### src/rtl/sales_pkg.sv
// Shared definitions for the vending-machine sales bookkeeping stage.
// Contents:
//   NUM_PRODUCTS        number of product slots (4)
//   prod_id_t           2-bit product index
//   qty_t               4-bit quantity (stock and sold count)
//   sale_state_t        sale FSM states IDLE, CHECK, DONE
//   STOCK_INIT_DEFAULT  stock loaded into each product on reset
//   CNT_MAX_DEFAULT     saturation value for counts and stock
//   sat_add()           add with clamp to a limit
package sales_pkg;

    localparam int NUM_PRODUCTS = 4;

    typedef logic [1:0] prod_id_t;
    typedef logic [3:0] qty_t;

    typedef enum logic [1:0] {
        IDLE  = 2'd0,
        CHECK = 2'd1,
        DONE  = 2'd2
    } sale_state_t;

    localparam qty_t STOCK_INIT_DEFAULT = 4'd5;
    localparam qty_t CNT_MAX_DEFAULT    = 4'd15;

    // Widen to 5 bits so the carry is seen, then clamp to lim.
    function automatic qty_t sat_add(input qty_t a, input qty_t b, input qty_t lim);
        logic [4:0] sum_s;
        sum_s = {1'b0, a} + {1'b0, b};
        if (sum_s > {1'b0, lim}) begin
            sat_add = lim;
        end else begin
            sat_add = sum_s[3:0];
        end
    endfunction

endpackage

### src/rtl/sales_slot.sv
// One product's bookkeeping: sold count and remaining stock.
// Ports:
//   clk, rst      clock, synchronous active-high reset
//   inc_sale      sale of this product is being committed this edge
//   restock_en    restock of this product is accepted this edge
//   restock_qty   units added by the restock (clamped at CNT_MAX)
//   clr_counts    clear the sold count this edge (stock untouched)
//   count, stock  current register values
// A sale is committed only if stock is nonzero; the slot guards this
// itself so a nak cycle can never underflow the stock.
module sales_slot
    import sales_pkg::*;
#(
    parameter qty_t STOCK_INIT = STOCK_INIT_DEFAULT,
    parameter qty_t CNT_MAX    = CNT_MAX_DEFAULT
) (
    input  logic       clk,
    input  logic       rst,
    input  logic       inc_sale,
    input  logic       restock_en,
    input  logic [3:0] restock_qty,
    input  logic       clr_counts,
    output logic [3:0] count,
    output logic [3:0] stock
);

    qty_t count_r;
    qty_t stock_r;
    qty_t count_nxt_s;
    qty_t stock_nxt_s;
    logic sell_s;

    assign sell_s = inc_sale && (stock_r != 4'd0);

    // Next-value arithmetic with saturation on count and restocked stock.
    always_comb begin
        count_nxt_s = count_r;
        stock_nxt_s = stock_r;
        if (clr_counts) begin
            count_nxt_s = 4'd0;
        end else if (sell_s) begin
            count_nxt_s = sat_add(count_r, 4'd1, CNT_MAX);
        end else begin
            count_nxt_s = count_r;
        end
        if (restock_en) begin
            stock_nxt_s = sat_add(stock_r, restock_qty, CNT_MAX);
        end else if (sell_s) begin
            stock_nxt_s = stock_r - 4'd1;
        end else begin
            stock_nxt_s = stock_r;
        end
    end

    // Count and stock registers.
    always_ff @(posedge clk) begin
        if (rst) begin
            count_r <= 4'd0;
            stock_r <= STOCK_INIT;
        end else begin
            count_r <= count_nxt_s;
            stock_r <= stock_nxt_s;
        end
    end

    assign count = count_r;
    assign stock = stock_r;

endmodule

### src/rtl/sales_record.sv
// Per-product sales bookkeeping for the four-product vending machine.
// One sale at a time goes IDLE -> CHECK -> DONE; restocks are taken in
// IDLE only when no sale is presented in the same cycle (sale wins).
// Ports:
//   clk, rst                          clock, synchronous active-high reset
//   sale_valid/sale_id/sale_ready     sale request handshake
//   sale_ack / sale_nak               one-cycle result pulse (DONE cycle)
//   restock_valid/_id/_qty/_ready     restock request handshake
//   count1..count4                    units sold per product
//   stock1..stock4                    units remaining per product
//   sold_out                          bit i set when product i+1 stock is 0
//   clr_counts                        only with SALES_CLEAR_EN defined:
//                                     clear all counts in IDLE
// Build option: define SALES_CLEAR_EN to add the clr_counts input.
module sales_record
    import sales_pkg::*;
#(
    parameter qty_t STOCK_INIT = STOCK_INIT_DEFAULT,
    parameter qty_t CNT_MAX    = CNT_MAX_DEFAULT
) (
    input  logic       clk,
    input  logic       rst,
    input  logic       sale_valid,
    input  logic [1:0] sale_id,
    output logic       sale_ready,
    output logic       sale_ack,
    output logic       sale_nak,
    input  logic       restock_valid,
    input  logic [1:0] restock_id,
    input  logic [3:0] restock_qty,
    output logic       restock_ready,
`ifdef SALES_CLEAR_EN
    input  logic       clr_counts,
`endif
    output logic [3:0] count1,
    output logic [3:0] count2,
    output logic [3:0] count3,
    output logic [3:0] count4,
    output logic [3:0] stock1,
    output logic [3:0] stock2,
    output logic [3:0] stock3,
    output logic [3:0] stock4,
    output logic [3:0] sold_out
);

    sale_state_t state_r;
    sale_state_t state_nxt_s;
    prod_id_t    id_r;
    qty_t        count_s [NUM_PRODUCTS];
    qty_t        stock_s [NUM_PRODUCTS];
    logic        idle_s;
    logic        check_s;
    logic        sale_take_s;
    logic        restock_take_s;
    logic        clr_take_s;
    logic        sale_ok_s;

    assign idle_s         = (state_r == IDLE);
    assign check_s        = (state_r == CHECK);
    assign sale_take_s    = idle_s && sale_valid;
    assign restock_take_s = idle_s && restock_valid && !sale_valid;
    assign sale_ok_s      = (stock_s[id_r] != 4'd0);

`ifdef SALES_CLEAR_EN
    assign clr_take_s = idle_s && clr_counts && !sale_valid;
`else
    assign clr_take_s = 1'b0;
`endif

    assign sale_ready    = idle_s;
    assign restock_ready = idle_s && !sale_valid;

    // Sale FSM next-state.
    always_comb begin
        state_nxt_s = state_r;
        case (state_r)
            IDLE: begin
                if (sale_valid) begin
                    state_nxt_s = CHECK;
                end else begin
                    state_nxt_s = IDLE;
                end
            end
            CHECK:   state_nxt_s = DONE;
            DONE:    state_nxt_s = IDLE;
            default: state_nxt_s = IDLE;
        endcase
    end

    // FSM state, latched product id and registered ack/nak pulses.
    always_ff @(posedge clk) begin
        if (rst) begin
            state_r  <= IDLE;
            id_r     <= 2'd0;
            sale_ack <= 1'b0;
            sale_nak <= 1'b0;
        end else begin
            state_r <= state_nxt_s;
            if (sale_take_s) begin
                id_r <= sale_id;
            end else begin
                id_r <= id_r;
            end
            sale_ack <= check_s && sale_ok_s;
            sale_nak <= check_s && !sale_ok_s;
        end
    end

    for (genvar g = 0; g < NUM_PRODUCTS; g++) begin : g_slot
        sales_slot #(
            .STOCK_INIT (STOCK_INIT),
            .CNT_MAX    (CNT_MAX)
        ) u_slot (
            .clk         (clk),
            .rst         (rst),
            .inc_sale    (check_s && (id_r == prod_id_t'(g))),
            .restock_en  (restock_take_s && (restock_id == prod_id_t'(g))),
            .restock_qty (restock_qty),
            .clr_counts  (clr_take_s),
            .count       (count_s[g]),
            .stock       (stock_s[g])
        );
        assign sold_out[g] = (stock_s[g] == 4'd0);
    end

    assign count1 = count_s[0];
    assign count2 = count_s[1];
    assign count3 = count_s[2];
    assign count4 = count_s[3];
    assign stock1 = stock_s[0];
    assign stock2 = stock_s[1];
    assign stock3 = stock_s[2];
    assign stock4 = stock_s[3];

endmodule

### config.mk
export PLATFORM = sky130hd
export DESIGN_NAME = sales_record
export DESIGN_NICKNAME = d
export VERILOG_FILES = /design/src/rtl/sales_pkg.sv /design/src/rtl/sales_slot.sv /design/src/rtl/sales_record.sv
export SDC_FILE = /design/constraint.sdc
export NUM_CORES = 1
export LEC_CHECK = 0
export BUFFER_PORTS_ARGS = -buffer_cell sky130_fd_sc_hd__buf_2
export CAP_MARGIN = 20
export CELL_PAD_IN_SITES_DETAIL_PLACEMENT = 2
export CELL_PAD_IN_SITES_GLOBAL_PLACEMENT = 2
export CORE_UTILIZATION = 38
export CTS_BUF_LIST = sky130_fd_sc_hd__clkbuf_4
export DETAILED_ROUTE_END_ITERATION = 6
export GPL_TIMING_DRIVEN = 0
export HOLD_SLACK_MARGIN = 0.1
export PLACE_DENSITY_LB_ADDON = 0.1
export RECOVER_POWER = 25
export SLEW_MARGIN = 20
export SYNTH_ARGS = -nofsm -noshare
export SYNTH_HDL_FRONTEND = slang
export SYNTH_HIERARCHICAL = 1
export SYNTH_SLANG_ARGS = --single-unit
### constraint.sdc
create_clock -name clk -period 5 [get_ports clk]
set_input_delay 0.75 -clock clk [delete_from_list [all_inputs] [get_ports clk]]
set_output_delay 0.75 -clock clk [all_outputs]
set_load 0.005 [all_outputs]
# Word-level counts from Yosys, hierarchy flattened

Index checks and enable logic that the tools add are counted.

Register bits: 38
Latch bits: 0
Bits in writable memories: 0
Bits in read-only memories: 0
Memories kept: 0

Add/sub/neg operators: 12
$mul: 0
Divide/modulo/power cells: 0
Magnitude comparators: 9
Eq/ne operators: 7
Shift operators: 0
Muxes and demuxes: 21
Bitwise gates (word level): 1
Reductions and logical operators: 36

Operators with widths:

| operator                                                              | number |
|---|---|
| 4-bit 2-to-1 mux                                                      | 18 |
| 5-bit by 4-bit > comparator with 1-bit output (second input constant) | 8 |
| 4-bit by 1-bit adder with 5-bit output (second input constant)        | 4 |
| 4-bit by 4-bit adder with 5-bit output                                | 4 |
| 4-bit nonzero test                                                    | 5 |
| 1-bit logical AND                                                     | 18 |
| 4-bit logical NOT                                                     | 4 |
| 4-bit by 1-bit subtractor with 4-bit output (second input constant)   | 4 |
| 4-bit binary-select mux with 2-bit select                             | 1 |
| 2-bit == test (second input constant)                                 | 4 |
| 2-bit nonzero test                                                    | 4 |
| 2-bit by 1-bit == test with 1-bit output (second input constant)      | 3 |
| 2-bit logical NOT                                                     | 3 |
| 2-bit case mux with 2 select lines                                    | 1 |
| 3-bit greater-or-equal comparator (second input constant)             | 1 |
| 2-bit inverter with 3-bit output                                      | 1 |
| 1-bit logical NOT                                                     | 2 |
| 1-bit 2-to-1 mux                                                      | 1 |

# Longest topological paths before layout

Gate-level depths: netlist (run 1).

Word-level depth: 7
Depth in mapped cells: 7
Gate-level depth less buffers: 7

# Hierarchy

Netlist (run 1), hierarchy kept.

By module, submodules not included:

| module       | times used | cells an instance | area each (sq um) | seq. area each (sq um) |
|---|---|---|---|---|
| sales_slot   | 4          | 71                | 621.8             | 160.2 |
| sales_record | 1          | 41                | 377.9             | 120.1 |

# Worst setup path after synthesis (run 1)

Ideal clock, no wire load.

Path kind: input -> register
From: input sale_valid
To: register g_slot[0].u_slot.stock_r[3]
Arrival time: 2.210 ns
Slack: 2.676 ns
Cell stages on the path: 6
Buffers on the path: 0
Cells stage by stage: nor4b_2 nor3b_1 nand2b_1 a2111oi_0 a31oi_1 a21o_1

Word-level cells in the longest chain between the ends: 4

Ends and longest elaborated chain:

| element                                                | line                | source |
|---|---|---|
| start: declaration                                     | sales_record.sv:23  | `input logic sale_valid,` |
| 1-bit logical NOT (*)                                  | sales_record.sv:61  | `assign restock_take_s = idle_s && restock_valid && !sale_valid;` |
| 1-bit logical AND (*)                                  | sales_record.sv:61  |  |
| 1-bit logical AND (*)                                  | sales_record.sv:117 | `.restock_en (restock_take_s && (restock_id == prod_id_t'(g))),` |
| 4-bit 2-to-1 mux or 2-bit nonzero test (tied branches) | -                   |  |
| end signal: assignment                                 | sales_slot.sv:62    | `stock_r <= stock_nxt_s;` |
| end: declaration                                       | sales_slot.sv:28    | `qty_t stock_r;` |

Every way passes the cells marked *; elsewhere a longest branch is shown, timed or not.
A chain may end at the register's enable or synchronous reset.

# Worst setup path after layout (run 1)

Ends and elaborated chain as after synthesis.

==> results of run 1 <==
## report_power, final
| part | switching [W] | internal [W] |
|---|---|---|
| Combinational | 0.0000640 | 0.0000428 |
| Sequential | 0.0000127 | 0.000309 |
| Clock | 0.000108 | 0.0000503 |
| Total | 0.000185 | 0.000402 |
## per-stage QoR
stage                     utilization, %  power (W)  instances
after floorplan                        -  0.0003945        340
after global routing               45.73  0.0006186        498
after CTS                          46.18  0.0005938        498
final                              45.73  0.0005865        498
after detailed placement           45.51  0.0004357        490
after global placement             45.51  0.0004270        490
## sequential cells by signal, summed over array words and instances (netlist names)
signal               flops
g_slot.u_slot/count     16
sale_nak                 1
sale_ack                 1
state_r                  2
g_slot.u_slot/stock     16
id_r                     2
## cells by family after synthesis
kind of cell | synth area share, %
compound gates | 21.40
other cells | 0.1309
simple gates | 29.21
buf+inv | 4.192
flops | 26.55
fa+ha+maj | 15.02
mux | 3.494
## cell type report
type                            instances  area share, %
Buffer                                  4         0.4527
Clock buffer                            5          1.132
Clock inverter                          3         0.3395
Inverter                               28          3.169
Multi-Input combinational cell        270          61.00
Sequential cell                        38          22.93
Tap cell                               99          3.734
Timing Repair Buffer                   51          7.243
## metal layers
layer,vias up,track usage (%)
li1,1352,-
met1,1368,28.82
met2,49,41.61
met3,15,3.638
met4,2,6.012
met5,-,0
## layout by cell type (no fill, tap or decap), types with 10 or more instances in the layout
cell type	n
a21oi_1	16
a31oi_1	12
buf_2	39
clkbuf_1	16
conb_1	16
dfxtp_1	38
ha_1	28
inv_1	28
mux2i_1	10
nand2_1	27
nor2_1	12
nor2b_1	15
nor3_1	22
## worst paths after layout
path,start,depth (start not counted),slack [ns],endpoint
max,sale_valid,7,2.29,g_slot[0].u_slot/stock[3]
min reg2reg,g_slot[2].u_slot/count[2],1,0.54,g_slot[2].u_slot/count[2]
max reg2reg,state_r[0],6,2.32,g_slot[0].u_slot/stock[3]
min,g_slot[2].u_slot/count[2],1,0.54,g_slot[2].u_slot/count[2]
==> impl_metrics.csv, run 1 <==
group,metric,value,unit
clock_network,cts.sinks,38,
clock_network,insertion_delay,0.35,ns
floorplan,initial_core_util,39.50,%
detailed_routing,dr.pass1.iters,4,
floorplan,die_w,88.84,um
yosys,syn_inst,325,
timing,slew_headroom,31.50,%
placed_design,pre_cts_ws,1.932,ns
detailed_routing,remaining_drc_errors,0,
placed_design,portBuffers,51,
yosys,ys.warnings.count,6,
clock_network,cts.clk_slew.worst_paths,0.12,ns
yosys,synth_area_leaders,"dfxtp_1 27%, ha_1 12%, a2111oi_2 4.2%",
detailed_routing,antenna_left,0,
yosys,synth_area_per_cell,8.816,um^2
detailed_routing,wl_met3,286,um
yosys,yosysSeqAreaShare,26.55,%
timing,setup_violations,0,
grt,grt_pass1_vias,2929,
yosys,yosys_register_bits,38,
worst_setup_path,crit_path_end_kind,"flip-flop",
yosys,synth_area,2865,um^2
detailed_routing,wl_per_cell,17.15,um
floorplan,rows,31,
detailed_routing,first_iter_violations,57,
floorplan,coreArea,7253,um^2
worst_setup_path,worst-path-buf-inv,1,
worst_setup_path,path_cells,"clkbuf_1 -> nor4b_2 -> nor3b_1 -> nand2b_1 -> a2111oi_0 -> a31oi_1 -> a21o_1",
timing,rsz0062_at_grt,"false",
yosys,synth_top_area_cell,"dfxtp_1",
finish,stdcell_area,3317,um^2
placed_design,place.gp.congestion,0.8489,
detailed_routing,via_count,2786,
yosys,yosys-top-cells-count,"38 x dfxtp_1, 28 x ha_1, 28 x inv_1",
power_and_ir_drop,power_density,176.8,nW/um^2
placed_design,place_area,3301,um^2
timing,fin_crit_sh,54.22,%
timing,tightest_slew,1.020,ns
clock_network,cts_tree,"yes",
finish,diodes,0,
clock_network,htreeDepth,2,
clock_network,cts-resized-gates,0,
flow_run,max-cap-violations,0,
timing,fin_hold_ws,0.5440,ns
finish,drive_gt1_share,17.79,%
grt,grt_pass1_wl,14.05,mm
finish,fill_cells,856,
yosys,synth_edf_count,0,
detailed_routing,dr.max_layer_used,"met5",
floorplan,die_y,88.84,um
timing,slew_violations,0,
grt,grt.overflow.total,0,
yosys,yosysUniqueCellTypes,40,
timing,fmax,368.9,MHz
detailed_routing,wl_met2,4.262,mm
timing,setup_tns,0,ns
timing,fin_skew,0.01789,ns
power_and_ir_drop,power_leakage,1.475,nW
worst_setup_path,critical_path_class,"input pin to flip-flop",
grt,grt_usage,23.20,%
outcome,outcome,"complete, no violations",
clock_network,clk_path_buf_depth,2,
floorplan,num_io_pins,52,
floorplan,die_area,7892,um^2
timing,hold_viol,0,
worst_setup_path,arrival,2.96,ns
finish,multiInputGateArea,2023,um^2
worst_setup_path,cpPeakStageDelay,0.77,ns
worst_setup_path,crit_family,"simple AND/OR/NAND/NOR gates",
finish,area_growth,15.76,%
clock_network,cts_buffers,5,
clock_network,postCtsSetupBuffers,0,
timing,fin_ws,2.289,ns
grt,antenna_found_initial,1,
worst_setup_path,crit_fanout,8,
yosys,async_reset_ff_share,0,%
detailed_routing,viasPerCell,5.594,
detailed_routing,drt_wl_total,8.540,mm
grt,grt_max_degree,12,
yosys,synth_ff_type,"dfxtp_1",
worst_setup_path,start_kind,"input pin",
yosys,yosysMostFrequentCell,"dfxtp_1",
placed_design,dp_hpwl,6.817,mm
worst_setup_path,crit_slowest_cell,"nor3b_1",
detailed_routing,m1WireLength,3.851,mm
finish,layout.nets,442,
worst_hold_path,hp-class,"flip-flop to flip-flop",
timing,period_minus_slack,2.711,ns
finish,ff_latch_area,760.7,um^2
clock_network,cts_root_buf,"clkbuf_4",
clock_network,cts_hold_buf,0,
worst_setup_path,critPathRequiredTime,5.25,ns
power_and_ir_drop,vdd_drop_max,73.69,uV
yosys,synth_top_area_share,26.55,%
(Power assumes the default switching activity.)
==> run 2, diff against run 1 <==
Settings changed: ABC_AREA set to 1, CORE_UTILIZATION 38 to 32.
Clock period 5 ns to 2.7 ns, I/O delays scaled along.
==> run 2 against run 1 <==
Effect of this change:
- utilization is 6.7 points lower
- design area fell by 2.2%
- combinational power rose to 2.6 times the previous value
- non-clock buffer count is 4 lower
- critical path depth grew 1
- highest routed layer is now met4
- routed wire length decreased by 3.8%
- critical path type is now flip-flop to flip-flop
- critical endpoint is now g_slot[2].u_slot/stock[2]
==> impl_metrics.csv, run 2 <==
group,metric,value,unit
power_and_ir_drop,clockPowerShare,31.7,%
timing,hold_viol,0,
detailed_routing,first_iter_violations,36,
floorplan,num_io_pins,52,
clock_network,cts.sinks,38,
floorplan,rows,33,
timing,setup_tns,0,ns
detailed_routing,antenna_left,0,
yosys,yosys_register_bits,38,
worst_setup_path,arrival,2.10,ns
finish,area_growth,17.02,%
power_and_ir_drop,p_sw_share,31.23,%
placed_design,place.gp.congestion,0.7530,
finish,drive_gt1_share,18.54,%
clock_network,postCtsSetupBuffers,0,
detailed_routing,via_count,2762,
clock_network,cts.clk_slew.worst_paths,0.12,ns
yosys,synth_ff_type,"dfxtp_1",
power_and_ir_drop,p_sw,0.0004044,W
worst_setup_path,start_kind,"flip-flop",
grt,antenna_found_initial,0,
finish,final_common_cell,"nand2_1",
worst_setup_path,rr_startpoint,"state_r[0]",
timing,setup_violations,0,
floorplan,die_area,9036,um^2
finish,diodes,0,
floorplan,die_y,95.06,um
yosys,ys.warnings.count,6,
yosys,syn_inst,391,
clock_network,htreeDepth,2,
timing,period_minus_slack,1.855,ns
yosys,async_reset_ff_share,0,%
timing,fmax,539.2,MHz
yosys,yosys-top-cells-count,"75 x nand2_1, 56 x inv_1, 40 x nor2_1",
detailed_routing,wl_per_cell,14.73,um
floorplan,initial_core_util,33.39,%
clock_network,cts_tree,"yes",
timing,rsz0062_at_grt,"false",
finish,final_cell_mix,"75 x nand2_1, 56 x inv_1, 44 x buf_2",
clock_network,insertion_delay,0.35,ns
detailed_routing,drt_wl_total,8.217,mm
yosys,synth_area,2771,um^2
finish,layout.nets,496,
grt,grt_pass1_wl,13.23,mm
power_and_ir_drop,power_frac_seq,47.3,%
clock_network,clk_path_buf_depth,2,
outcome,outcome,"complete, no violations",
worst_hold_path,hp-class,"input pin to flip-flop",
power_and_ir_drop,intPower,0.0008904,W
grt,grt_max_degree,15,
worst_setup_path,ff2ff_path_depth,8,
placed_design,portBuffers,51,
worst_setup_path,rrSetupSlack,0.85,ns
worst_setup_path,critical_path_class,"flip-flop to flip-flop",
power_and_ir_drop,vdd_drop_max,225.0,uV
worst_setup_path,critPathRequiredTime,2.95,ns
detailed_routing,dr.pass1.iters,4,
worst_hold_path,hp-start,"sale_id[1]",
grt,grt_usage,19.08,%
clock_network,cts_root_buf,"clkbuf_4",
timing,slew_violations,0,
placed_design,place_area,3169,um^2
worst_setup_path,crit_fanout,6,
floorplan,die_w,95.06,um
floorplan,coreArea,8299,um^2
power_and_ir_drop,power_density,399.3,nW/um^2
detailed_routing,viasPerCell,4.950,
power_and_ir_drop,combPwrFrac,21.0,%
yosys,yosysUniqueCellTypes,24,
yosys,synth_area_leaders,"dfxtp_1 27%, ha_1 13%, nand2_1 10%",
yosys,yosysSeqAreaShare,27.45,%
worst_hold_path,min_path_cells,3,
placed_design,dp_hpwl,6.707,mm
flow_run,max-cap-violations,0,
grt,grt_pass1_vias,2759,
worst_setup_path,crit_path_end_kind,"flip-flop",
yosys,synth_top_area_share,27.45,%
timing,fin_skew,0.01415,ns
clock_network,cts-resized-gates,0,
clock_network,cts_hold_buf,0,
yosys,synth_edf_count,0,
worst_setup_path,startpoint,"state_r[0]",
yosys,synth_area_per_cell,7.088,um^2
finish,stdcell_area,3243,um^2
timing,fin_crit_sh,68.69,%
grt,grt.overflow.total,0,
yosys,synth_top_area_cell,"dfxtp_1",
detailed_routing,remaining_drc_errors,0,
power_and_ir_drop,power_leakage,1.671,nW
yosys,yosysMostFrequentCell,"nand2_1",
clock_network,cts_buffers,5,
==> run 2: changes by cell type after synthesis, sizes merged, moves of 13 or more <==
cell   before  now
nand2      31   88
inv        28   62
nor2       12   44
o21ai       4   26
a21oi      16   34
nand3       8   25
nor2b      15    0
nor3       22    9
==> run 2: final timing paths <==
path | end
min reg2reg | g_slot[2].u_slot/count[0]
min | id_r[1]
max reg2reg | g_slot[2].u_slot/stock[2]
max | g_slot[2].u_slot/stock[2]
==> run 2: metrics by stage <==
stage | total power [W] | hold WS (ns) | utilization [%] | setup WS, ns | cells
after floorplan | 0.0008012 | 0.4674 | - | 1.178 | 394
final | 0.001295 | 0.3300 | 39.08 | 0.8453 | 558
after global placement | 0.0008849 | 0.5093 | 38.19 | 0.7028 | 550
after global routing | 0.001379 | 0.3488 | 39.08 | 0.6716 | 558
after detailed placement | 0.0009020 | 0.5263 | 38.19 | 0.6644 | 550
after CTS | 0.001320 | 0.3183 | 39.18 | 0.7698 | 558
==> run 2: area by class of cell <==
| class | count | area (um^2) |
|---|---|---|
| fill | 1041 | 5056 |
| multi-input combinational | 294 | 1789 |
| sequential | 38 | 760.7 |
| timing repair buffer | 51 | 246.5 |
| inverter | 62 | 232.7 |
| tap | 105 | 131.4 |
| clock buffer | 6 | 45.04 |
| clock inverter | 2 | 37.54 |
==> run 2: kinds of logic (layout without fill, tap and decap cells) <==
logic type / count (synthesis) / in the layout / synth area share [%]
AND/OR/NAND/NOR: 170 / 170 / 28.08
AO/OA/AOI/OAI: 72 / 72 / 15.35
buffers and inverters: 62 / 121 / 8.397
flip-flops: 38 / 38 / 27.45
adder cells (fa/ha/maj): 32 / 32 / 15.53
XOR/XNOR: 16 / 16 / 5.056
other: 1 / 4 / 0.1353
==> run 2: worst max-delay path, cell delays in order (launching register included) <==
cell and delay, ns:
dfxtp_1 0.35, nor3_2 0.24, nand2_2 0.11, nor3_1 0.32, inv_1 0.23, nor2_1 0.22, nand2_1 0.09, o211ai_1 0.10
nand3_1 0.09
==> run 2: power by group through the flow <==
stage               clock network (W)  logic [W]  registers [W]
global route                 0.000445   0.000316       0.000618
floorplan                           0   0.000184       0.000617
CTS                          0.000427   0.000280       0.000613
global placement                    0   0.000261       0.000624
finish                       0.000410   0.000273       0.000612
detailed placement                  0   0.000277       0.000625
==> run 2: layer usage <==
layer  vias to the layer above  track usage (%)  wire length (um)
met5                         -                0                 0
met4                         0            3.788                70
met3                         5            2.951               200
met2                        29            35.54              4290
met1                      1346            22.93              3655
li1                       1382                -                 -
==> run 3, diff against run 2 <==
Settings changed: ABC_AREA 1 to 0, CORE_UTILIZATION 32 to 31.
Clock period 2.7 ns to 1.5 ns, I/O delays scaled along.
==> run 3 against run 2 <==
Effect of this change:
- the flow now finishes with violations (negative setup slack)
- die area grew 6.6%
- critical path depth shrank 3
- sequential power grew 75%
- first-iteration DRC count grew 120%
==> impl_metrics.csv, run 3 (same netlist as run 1, synthesis figures left out) <==
group,metric,value,unit
power_and_ir_drop,power_leakage,2.004,nW
finish,utilization,54.19,%
worst_setup_path,crit_fanout,9,
timing,hold_viol,0,
grt,busiest_layer,"met2",
floorplan,coreArea,8848,um^2
floorplan,num_io_pins,52,
placed_design,place_area,3576,um^2
timing,setup_tns,-6.805,ns
detailed_routing,dr.pass1.iters,6,
power_and_ir_drop,combPwrFrac,27.4,%
grt,grt.overflow.total,0,
detailed_routing,first_iter_violations,80,
worst_setup_path,critical_path_class,"flip-flop to flip-flop",
grt,antenna_found_initial,0,
clock_network,cts_tree,"yes",
placed_design,portBuffers,51,
timing,slew_headroom,56.09,%
placed_design,dp_hpwl,6.955,mm
clock_network,cts.clk_slew.worst_paths,0.13,ns
grt,use_met2,45.72,%
finish,layout.nets,509,
timing,fin_ws,-0.4637,ns
timing,setup_violations,38,
grt,gr-usage-met1,28.67,%
placed_design,place.gp.congestion,0.7629,
floorplan,rows,34,
worst_setup_path,r2r-end,"g_slot[0].u_slot/stock[0]",
power_and_ir_drop,p_sw_share,32.45,%
power_and_ir_drop,power_frac_seq,41.9,%
clock_network,cts_buffers,5,
timing,fmax,509.2,MHz
timing,fin_skew,0.01579,ns
clock_network,insertion_delay,0.36,ns
detailed_routing,viasPerCell,5.570,
worst_setup_path,rr_startpoint,"g_slot[0].u_slot/stock[2]",
worst_hold_path,hp-class,"input pin to flip-flop",
worst_hold_path,hp-start,"sale_id[0]",
worst_hold_path,holdPathEnd,"id_r[0]",
power_and_ir_drop,intPower,0.001724,W
floorplan,initial_core_util,32.38,%
timing,fin_hold_ws,0.09196,ns
timing,tightest_slew,0.6586,ns
finish,drive_gt1_share,56.22,%
floorplan,die_w,98.14,um
power_and_ir_drop,vdd_drop_max,284.5,uV
power_and_ir_drop,power_density,532.2,nW/um^2
timing,period_minus_slack,1.964,ns
flow_run,max-cap-violations,0,
floorplan,die_y,98.14,um
finish,stdcell_area,4795,um^2
worst_setup_path,rrSetupSlack,-0.46,ns
timing,fin_crit_sh,130.9,%
grt,grt_usage,24.24,%
floorplan,die_area,9631,um^2
clock_network,clk_path_buf_depth,2,
grt,grt_max_degree,12,
detailed_routing,drt_wl_total,14.28,mm
timing,slew_violations,0,
timing,rsz0062_at_grt,"true",
detailed_routing,via_count,3197,
finish,diodes,0,
clock_network,cts.sinks,38,
clock_network,cts_root_buf,"clkbuf_4",
clock_network,cts_hold_buf,0,
grt,grt_pass1_wl,18.34,mm
detailed_routing,antenna_left,0,
grt,use_met3,2.863,%
worst_setup_path,ff2ff_path_depth,5,
power_and_ir_drop,p_sw,0.0008279,W
finish,final_common_cell,"buf_2",
power_and_ir_drop,clockPowerShare,30.7,%
worst_setup_path,crit_path_end_kind,"flip-flop",
worst_setup_path,critPathRequiredTime,1.76,ns
clock_network,htreeDepth,2,
finish,area_growth,67.34,%
finish,final_cell_mix,"51 x buf_2, 42 x buf_4, 25 x nand2_1",
worst_hold_path,min_path_cells,3,
detailed_routing,wl_per_cell,24.87,um
grt,grt_pass1_vias,3437,
detailed_routing,remaining_drc_errors,0,
worst_setup_path,arrival,2.23,ns
outcome,violations,"negative setup slack",
outcome,outcome,"finished with violations",
worst_setup_path,start_kind,"flip-flop",
run 3: changes by cell type in the layout (fill, tap and decap cells not counted), moves of 25 or more:
cell | previous run | this run
nand2_1 | 75 | 25
buf_4 | 0 | 42
inv_1 | 56 | 18
nor2_1 | 40 | 4
o21ai_0 | 26 | 0
a21oi_1 | 30 | 5
run 3: area by class of cell:
type,instances,area [um^2]
Fill cell,918,4054
Multi-Input combinational cell,270,2743
Timing Repair Buffer,118,887.1
Sequential cell,38,812.0
Tap cell,108,135.1
Inverter,28,120.1
Clock buffer,7,52.55
Clock inverter,1,30.03
Buffer,4,15.01
run 3: how the worst max path moves through the flow:
stage | slack, ns | from | endpoint
finish | -0.46 | g_slot[0].u_slot/stock[2] | g_slot[0].u_slot/stock[0]
global route | -0.53 | g_slot[0].u_slot/stock[2] | g_slot[0].u_slot/stock[0]
CTS | -0.29 | state_r[1] | g_slot[0].u_slot/stock[3]
detailed placement | -0.44 | sale_valid | g_slot[0].u_slot/stock[3]
global placement | -0.37 | sale_valid | g_slot[1].u_slot/stock[3]
floorplan | -0.13 | state_r[1] | g_slot[0].u_slot/stock[3]
run 3: stage by stage:
step                      total power (W)  std cells  setup WS [ns]
after floorplan                  0.001354        340        -0.1306
after global placement           0.001478        499        -0.3696
after detailed placement         0.001507        499        -0.4445
after CTS                        0.002401        545        -0.2903
after global routing             0.002662        574        -0.5259
final                            0.002552        574        -0.4637
run 3: worst max-delay path, cell delays in order (launching register included):
cell and delay, ns:
dfxtp_1 0.58, ha_1 0.37, nor2b_2 0.20, o21ai_1 0.26, nand3b_1 0.14, a221o_1 0.31
run 3: power groups by stage:
stage / clock, W / sequential, W / combinational [W]
after floorplan: 0 / 0.00109 / 0.000268
after global placement: 0 / 0.00110 / 0.000382
after detailed placement: 0 / 0.00110 / 0.000409
after CTS: 0.000793 / 0.00107 / 0.000541
after global routing: 0.000839 / 0.00107 / 0.000749
final: 0.000782 / 0.00107 / 0.000699
run 3: repair_timing:
item / CTS / global route
setup buffers: 39 / 31
pin swaps: 34 / 30
setup endpoints to repair: 36 / 38
resized for setup: 74 / 45
run 3: per-layer routing:
| layer | share of wire, % | routed length, um |
|---|---|---|
| met2 | 53 | 7555 |
| met1 | 41 | 5855 |
| met4 | 3.0 | 431 |
| met5 | 0 | 0 |
| met3 | 3.1 | 437 |
